File: src/rtl/sprite_path_pkg.sv
// Shared types and preset segment tables for the sprite path controller.
// Descriptor fields are sized for the widest supported configuration; each controller slices them.
package sprite_path_pkg;

  localparam int unsigned VEL_W = 48;  // covers POS_W+FRAC_BITS+1 up to 48 bits
  localparam int unsigned THR_W = 16;  // covers POS_W up to 16
  localparam int unsigned PH_W  = 8;   // covers PHOTO_W up to 8

  typedef enum logic {AX_X, AX_Y} axis_e;
  typedef enum logic {CMP_GE, CMP_LT} cmp_e;
  typedef enum logic [1:0] {IDLE, RUN, DONE} state_e;

  typedef struct packed {
    logic signed [VEL_W-1:0] dx;
    logic signed [VEL_W-1:0] dy;
    axis_e                   axis;
    cmp_e                    cmp;
    logic [THR_W-1:0]        thresh;
    logic [31:0]             max_cycles;
    logic [PH_W-1:0]         photo_base;
    logic [PH_W-1:0]         photo_cnt;
  } seg_t;

  function automatic seg_t mk_seg(longint dx, longint dy, axis_e axis, cmp_e cmp,
                                  int unsigned thresh, int unsigned max_cycles,
                                  int unsigned photo_base, int unsigned photo_cnt);
    seg_t s;
    s            = '0;
    s.dx         = VEL_W'(dx);
    s.dy         = VEL_W'(dy);
    s.axis       = axis;
    s.cmp        = cmp;
    s.thresh     = THR_W'(thresh);
    s.max_cycles = max_cycles;
    s.photo_base = PH_W'(photo_base);
    s.photo_cnt  = PH_W'(photo_cnt);
    return s;
  endfunction

  // Velocities assume the default FRAC_BITS of 24 (one pixel = 1 << 24).
  localparam seg_t [0:3] DOG_INTRO = '{
    mk_seg(-(64'sd1 << 18), 0, AX_X, CMP_LT, 600, 0, 0, 3),              // walk
    mk_seg(0, 0, AX_X, CMP_LT, 0, 100_000_000, 3, 2),                    // spot
    mk_seg(-(64'sd1 << 18), -(64'sd1 << 19), AX_Y, CMP_LT, 400, 0, 5, 1), // jump
    mk_seg(0, (64'sd1 << 19), AX_Y, CMP_GE, 595, 0, 6, 1)                // fall
  };

  localparam seg_t [0:1] DUCK_FLY = '{
    mk_seg((64'sd1 << 19), -(64'sd1 << 19), AX_Y, CMP_LT, 100, 0, 7, 3),
    mk_seg(0, -(64'sd1 << 20), AX_Y, CMP_GE, 4000, 0, 10, 3)
  };

endpackage

File: src/rtl/anim_frame_ctr.sv
// Frame divider plus a photo counter that wraps within [base, base+cnt).
// clear reloads the photo from base and restarts the divider phase.
module anim_frame_ctr #(
  parameter int unsigned PHOTO_W     = 4,
  parameter int unsigned FRAME_DIV   = 8_000_000,
  parameter int unsigned RESET_PHOTO = 0
) (
  input  logic               clk,
  input  logic               rst_n,
  input  logic               clear,
  input  logic               enable,
  input  logic [PHOTO_W-1:0] base,
  input  logic [PHOTO_W-1:0] cnt,
  output logic [PHOTO_W-1:0] photo_index
);

  localparam int unsigned DIV_W = (FRAME_DIV > 1) ? $clog2(FRAME_DIV) : 1;

  logic [DIV_W-1:0]   div_q, div_d;
  logic [PHOTO_W-1:0] photo_q, photo_d;
  logic [PHOTO_W-1:0] offs;
  logic [PHOTO_W:0]   offs_inc;
  logic [PHOTO_W-1:0] photo_step;
  logic               div_last;

  always_comb begin
    offs       = photo_q - base;
    offs_inc   = {1'b0, offs} + {{PHOTO_W{1'b0}}, 1'b1};
    photo_step = (offs_inc >= {1'b0, cnt}) ? base : base + offs_inc[PHOTO_W-1:0];
    div_last   = (div_q == DIV_W'(FRAME_DIV - 1));

    div_d   = div_q;
    photo_d = photo_q;
    if (clear) begin
      div_d   = '0;
      photo_d = base;
    end else if (enable) begin
      if (div_last) begin
        div_d   = '0;
        photo_d = photo_step;
      end else begin
        div_d = div_q + DIV_W'(1);
      end
    end
  end

  always_ff @(posedge clk) begin
    if (!rst_n) begin
      div_q   <= '0;
      photo_q <= PHOTO_W'(RESET_PHOTO);
    end else begin
      div_q   <= div_d;
      photo_q <= photo_d;
    end
  end

  assign photo_index = photo_q;

endmodule

File: src/rtl/sprite_path_ctl.sv
// Drives one sprite through a parameter table of motion segments with per-segment
// velocity, end condition and animation strip. All outputs come straight from flops.
module sprite_path_ctl
  import sprite_path_pkg::*;
#(
  parameter int unsigned POS_W      = 12,
  parameter int unsigned FRAC_BITS  = 24,
  parameter int unsigned PHOTO_W    = 4,
  parameter int unsigned N_SEG      = 4,
  parameter int unsigned FRAME_DIV  = 8_000_000,
  parameter int unsigned HOME_X     = 1024,
  parameter int unsigned HOME_Y     = 595,
  parameter int unsigned HOME_PHOTO = 0,
  parameter seg_t [0:N_SEG-1] SEG_TABLE = DOG_INTRO,
  localparam int unsigned SEG_W = (N_SEG > 1) ? $clog2(N_SEG) : 1
) (
  input  logic               clk,
  input  logic               rst_n,
  input  logic               start,
  input  logic               pause,
  input  logic               abort,
  output logic [POS_W-1:0]   xpos,
  output logic [POS_W-1:0]   ypos,
  output logic [PHOTO_W-1:0] photo_index,
  output logic [SEG_W-1:0]   seg_idx,
  output logic               busy,
  output logic               done
);

  localparam int unsigned ACC_W = POS_W + FRAC_BITS;
  localparam logic [ACC_W-1:0] HOME_XA = ACC_W'(HOME_X) << FRAC_BITS;
  localparam logic [ACC_W-1:0] HOME_YA = ACC_W'(HOME_Y) << FRAC_BITS;

  state_e             state_q, state_d;
  logic [SEG_W-1:0]   seg_q, seg_d, seg_nxt;
  logic [ACC_W-1:0]   xacc_q, xacc_d, yacc_q, yacc_d;
  logic [31:0]        cyc_q, cyc_d;
  logic               busy_q, done_q;
  logic               seg_last, cond_hit, timeout, end_hit;
  logic [POS_W-1:0]   axis_val, thr;
  logic [31:0]        max_cyc;
  logic               ctr_clear, ctr_enable;
  logic [PHOTO_W-1:0] ctr_base, ctr_cnt;

  assign xpos    = xacc_q[ACC_W-1:FRAC_BITS];
  assign ypos    = yacc_q[ACC_W-1:FRAC_BITS];
  assign seg_idx = seg_q;
  assign busy    = busy_q;
  assign done    = done_q;

  // End condition uses the registered position, so it is checked before this cycle's motion.
  always_comb begin
    seg_last = (seg_q == SEG_W'(N_SEG - 1));
    seg_nxt  = seg_last ? '0 : seg_q + SEG_W'(1);
    axis_val = (SEG_TABLE[seg_q].axis == AX_X) ? xpos : ypos;
    thr      = SEG_TABLE[seg_q].thresh[POS_W-1:0];
    max_cyc  = SEG_TABLE[seg_q].max_cycles;
    cond_hit = (SEG_TABLE[seg_q].cmp == CMP_GE) ? (axis_val >= thr) : (axis_val < thr);
    timeout  = (max_cyc != 32'd0) && (cyc_q == max_cyc - 32'd1);
    end_hit  = cond_hit || timeout;
    ctr_cnt  = SEG_TABLE[seg_q].photo_cnt[PHOTO_W-1:0];
  end

  always_comb begin
    state_d    = state_q;
    seg_d      = seg_q;
    xacc_d     = xacc_q;
    yacc_d     = yacc_q;
    cyc_d      = cyc_q;
    ctr_clear  = 1'b0;
    ctr_enable = 1'b0;
    ctr_base   = SEG_TABLE[seg_q].photo_base[PHOTO_W-1:0];

    if (abort) begin
      state_d   = IDLE;
      seg_d     = '0;
      xacc_d    = HOME_XA;
      yacc_d    = HOME_YA;
      cyc_d     = '0;
      ctr_clear = 1'b1;
      ctr_base  = PHOTO_W'(HOME_PHOTO);
    end else begin
      unique case (state_q)
        IDLE: begin
          if (start) begin
            state_d   = RUN;
            seg_d     = '0;
            cyc_d     = '0;
            ctr_clear = 1'b1;
            ctr_base  = SEG_TABLE[0].photo_base[PHOTO_W-1:0];
          end
        end
        RUN: begin
          if (!pause) begin
            if (end_hit && seg_last) begin
              // Home is loaded on entry to DONE so the pulse cycle already shows it.
              state_d   = DONE;
              seg_d     = '0;
              xacc_d    = HOME_XA;
              yacc_d    = HOME_YA;
              cyc_d     = '0;
              ctr_clear = 1'b1;
              ctr_base  = PHOTO_W'(HOME_PHOTO);
            end else if (end_hit) begin
              seg_d     = seg_nxt;
              cyc_d     = '0;
              ctr_clear = 1'b1;
              ctr_base  = SEG_TABLE[seg_nxt].photo_base[PHOTO_W-1:0];
            end else begin
              // Wraps modulo 2^ACC_W: the low ACC_W bits of the sign-extended velocity.
              xacc_d     = xacc_q + SEG_TABLE[seg_q].dx[ACC_W-1:0];
              yacc_d     = yacc_q + SEG_TABLE[seg_q].dy[ACC_W-1:0];
              cyc_d      = cyc_q + 32'd1;
              ctr_enable = 1'b1;
            end
          end
        end
        DONE: begin
          state_d = IDLE;
        end
        default: begin
          state_d = IDLE;
        end
      endcase
    end
  end

  always_ff @(posedge clk) begin
    if (!rst_n) begin
      state_q <= IDLE;
      seg_q   <= '0;
      xacc_q  <= HOME_XA;
      yacc_q  <= HOME_YA;
      cyc_q   <= '0;
      busy_q  <= 1'b0;
      done_q  <= 1'b0;
    end else begin
      state_q <= state_d;
      seg_q   <= seg_d;
      xacc_q  <= xacc_d;
      yacc_q  <= yacc_d;
      cyc_q   <= cyc_d;
      busy_q  <= (state_d == RUN);
      done_q  <= (state_d == DONE);
    end
  end

  anim_frame_ctr #(
    .PHOTO_W     (PHOTO_W),
    .FRAME_DIV   (FRAME_DIV),
    .RESET_PHOTO (HOME_PHOTO)
  ) u_anim (
    .clk         (clk),
    .rst_n       (rst_n),
    .clear       (ctr_clear),
    .enable      (ctr_enable),
    .base        (ctr_base),
    .cnt         (ctr_cnt),
    .photo_index (photo_index)
  );

endmodule

File: config.mk
export PLATFORM = sky130hd
export DESIGN_NAME = sprite_path_ctl
export DESIGN_NICKNAME = d
export VERILOG_FILES = /design/src/rtl/sprite_path_pkg.sv /design/src/rtl/anim_frame_ctr.sv /design/src/rtl/sprite_path_ctl.sv
export SDC_FILE = /design/constraint.sdc
export NUM_CORES = 1
export LEC_CHECK = 0
export BUFFER_PORTS_ARGS = -buffer_cell sky130_fd_sc_hd__buf_4
export CAP_MARGIN = 40
export CORE_UTILIZATION = 25
export DETAILED_ROUTE_END_ITERATION = 8
export MAX_ROUTING_LAYER = met4
export PLACE_DENSITY = 0.41
export SLEW_MARGIN = 5
export SYNTH_ARGS = -nofsm -noshare
export SYNTH_HDL_FRONTEND = slang
export SYNTH_SLANG_ARGS = --single-unit
File: constraint.sdc
create_clock -name clk -period 5.9 [get_ports clk]
set_input_delay 1.18 -clock clk [delete_from_list [all_inputs] [get_ports clk]]
set_output_delay 1.18 -clock clk [all_outputs]
set_load 0.05 [all_outputs]
==> metrics.log <==
[metrics] status: finished, final reports clean
[metrics] leading post-synthesis cells by instance count: nor2_1 (105), dfxtp_1 (100), a21oi_1 (68), nand2_1 (58), ha_1 (57)
[metrics] unrepaired setup endpoints after global routing: no
[metrics] count of synthesis-stage warnings from yosys: 0
[metrics] # IOs: 37
[metrics] start point of the critical path: seg_idx[1]
[metrics] initial standard-cell utilization of the core: 25.7%
[metrics] final number of hold-violating endpoints: 0
[metrics] maximum achievable frequency: 184 MHz
[metrics] Post-Route Setup TNS: 0 ns
[metrics] hold buffer count at CTS: 0
[metrics] terminus of the critical flop-to-flop path: u_anim.photo_index[1]
[metrics] total inserted antenna cells: 0
[metrics] maximum net fanout on the critical path: 12
[metrics] average detailed-routed wire length per instance: 15.3 um
[metrics] initial antenna violation count: 0
[metrics] clock network latency to the later pin of the worst-skew pair: 0.37 ns
[metrics] syn avg cell area: 7.97 um2
[metrics] flops & latches, synth: 100
[metrics] count of flip-flops with a built-in enable after synthesis: 0
[metrics] Register-to-Register Setup Slack: 0.47 ns
[metrics] minimum clock period after layout: 5.43 ns
[metrics] count of unresolved DRC violations after routing: 0
[metrics] count of input and output buffers: 36
[metrics] number of stages on the worst hold path: 1
[metrics] Worst Hold Margin: 0.498 ns
[metrics] DRT iter0 DRCs: 388
[metrics] clock transition at the register clock pins on the worst setup and hold paths after CTS: 0.08 ns
[metrics] DPL Wire Length: 13200 um
[metrics] type of element launching the critical path: flop
[metrics] root buffer cell: clkbuf_16
[metrics] Tot Pwr: 1450 uW
[metrics] part of the cycle the worst path needs: 92.1%
[metrics] 1st-pass router iterations: 5
[metrics] Netlist cell types: 74
[metrics] endpoint with the worst hold slack: cyc_q[16]
[metrics] total die area: 28600 um2
[metrics] core region area: 27200 um2
[metrics] worst clock skew: 0.0186 ns
[metrics] origin of the critical flop-to-flop path: seg_idx[1]
[metrics] Layout Area Growth over Synthesis: 12.0%
[metrics] Row Count: 60
[metrics] synthesized area: 6990 um2
[metrics] TritonCTS clock tree: yes
[metrics] Synth area leader: dfxtp_1
[metrics] Multi-input gate area: 4530 um2
[metrics] vias per cell: 4.89
[metrics] fraction of synthesis flops using an asynchronous set or reset pin: 0%
[metrics] Total Routed Length: 19200 um
[metrics] number of slew-limit violations in the final report: 0
[metrics] post-route antenna net violation count: 0
[metrics] fraction of synthesized cell area taken by the top area cell type: 28.6%
[metrics] Hold Startpoint: cyc_q[16]
[metrics] number of standard cells after synthesis: 877
[metrics] vias after detailed routing: 6157
[metrics] path type of the worst min-delay path: reg2reg
[metrics] overall routing resource usage: 14.0%
[metrics] via count of the first global-routing pass: 5872
[metrics] die height: 169 um
[metrics] die width: 169 um
[metrics] fraction of the yosys area taken by sequential cells: 28.6%
[metrics] cell count of the worst reg-to-reg path: 24
[metrics] number of nets in the synthesized netlist: 942
[metrics] largest net degree at the start of global routing: 68
[metrics] final estimated routing congestion in global placement: 0.820
[metrics] largest cells by area after synthesis: dfxtp_1 (29%), ha_1 (10%), nor2_1 (5.6%)
[metrics] final setup vio count: 0
[metrics] worst endpoint required time: 6.19 ns
[metrics] H-tree depth: 3
[metrics] Worst Setup End Kind: flop
[metrics] fillers: 2933
[metrics] data arrival at the endpoint of the critical path: 5.72 ns
[metrics] worst voltage drop across the vdd grid: 136 uV
[metrics] number of buffers between clock root and the deepest sink: 2
[metrics] slew at the pin closest to its max-slew limit: 0.865 ns
[metrics] number of buffers created by CTS: 9
[metrics] clock net sink count: 100
[metrics] cell leakage power: 0.00280 uW
[metrics] total power divided by cell area: 186 nW/um2
[metrics] leading cell type by number of instances after synthesis: nor2_1
[metrics] Max Cap Viol: 0
[metrics] Worst Setup Path Type: reg2reg
[metrics] fraction of layout instances using a drive strength above 1: 11.3%
[metrics] global-route wire length before repair: 31300 um
[metrics] count of nets after finishing: 947
[metrics] FF+latch area: 2000 um2
[metrics] relative slew slack: 41.8%
[metrics] Overflow after GRT: 0
[metrics] primary flip-flop cell chosen by synthesis mapping: dfxtp_1
[worst max-delay path by stage]
stage                                 end  slack [ns]  cells past startpoint
floorplan           u_anim.photo_index[1]        0.22                     23
global placement    u_anim.photo_index[1]        0.49                     22
detailed placement  u_anim.photo_index[1]        0.42                     22
CTS                 u_anim.photo_index[1]        0.39                     22
global route        u_anim.photo_index[1]        0.05                     24
finish              u_anim.photo_index[1]        0.47                     24
[cells in the final DEF (no fill, tap or decap), types with 6 or more instances in the layout]
master     count
a21o_1         9
a21oi_1       68
a22oi_1       22
a311oi_1       8
a31oi_1       10
and3_1        13
buf_4         51
clkbuf_16      9
dfxtp_1       99
ha_1          56
inv_1         35
mux2_2         7
nand2_1       57
nand2b_1      13
nand3_1       39
nand3b_1       6
nand4_1       15
nor2_1       105
nor3_1        32
nor3b_1        6
nor4_1        18
o21a_1         8
o21ai_0       35
o22ai_1        6
or2_2          6
or3_1          7
xnor2_1       32
xor2_1        20
[cell type report]
cell class                      instances  area share [%]
Clock inverter                          7            1.15
Inverter                               35            1.68
Tap cell                              372            5.94
Sequential cell                       100            25.6
Clock buffer                            9            2.88
Multi-Input combinational cell        685            57.9
Timing Repair Buffer                   51            4.89
[layer usage]
layer | vias to the layer above | wire [um] | track usage [%]
met4 | 0 | 175 | 4.03
met3 | 12 | 473 | 1.59
met2 | 58 | 9010 | 22.6
met5 | - | 0 | -
met1 | 2885 | 9570 | 18.5
li1 | 3202 | - | -
[state kept, by name, indices dropped and copies added (netlist names)]
name                cells
cyc_q                  32
u_anim.div_q           23
xacc_q                 18
yacc_q                 17
u_anim.photo_index      4
seg_idx                 2
state_q                 2
busy                    1
done                    1
[cells by family after synthesis]
kind of cell / share of synthesized area [%]
simple gates: 24.9
compound gates: 20.8
fa+ha+maj: 11.1
buf+inv: 6.62
mux: 1.41
flops: 28.6
xor+xnor: 6.51
[repair_timing]
action	CTS	global route
buffers inserted	0	1
setup endpoints to repair	0	1
resized for setup	0	1
[critical path: stages, from the launching register on]
cell,delay (ns)
dfxtp_2,0.48
ha_2,0.29
inv_1,0.07
ha_1,0.34
a211oi_1,0.25
a21oi_1,0.08
a2111oi_2,0.25
o31ai_2,0.11
buf_4,0.16
or3_4,0.39
a21oi_1,0.16
buf_4,0.14
o21ai_0,0.08
a21o_1,0.23
inv_1,0.08
ha_1,0.14
inv_1,0.05
fa_1,0.46
ha_1,0.31
ha_1,0.28
a21oi_1,0.13
and3_1,0.19
nand4bb_1,0.22
or3_1,0.39
o221ai_1,0.07
[stage by stage]
step	utilization (%)	setup slack, ns	std cells	cell area, um2
after global routing	28.8	0.0453	1259	7830
after global placement	27.6	0.490	1242	7500
after CTS	28.8	0.391	1258	7820
after floorplan	-	0.217	877	6990
after detailed placement	27.6	0.418	1242	7500
final	28.8	0.466	1259	7830
[power by group]
group          leakage, uW  switching [uW]  total (uW)  internal (uW)
Combinational      0.00184            79.2         120           40.7
Clock             0.000156             312         654            342
Sequential        0.000807            3.19         680            677
Total              0.00280             395        1450           1060
No activity file was read; power rests on OpenSTA's default activity.
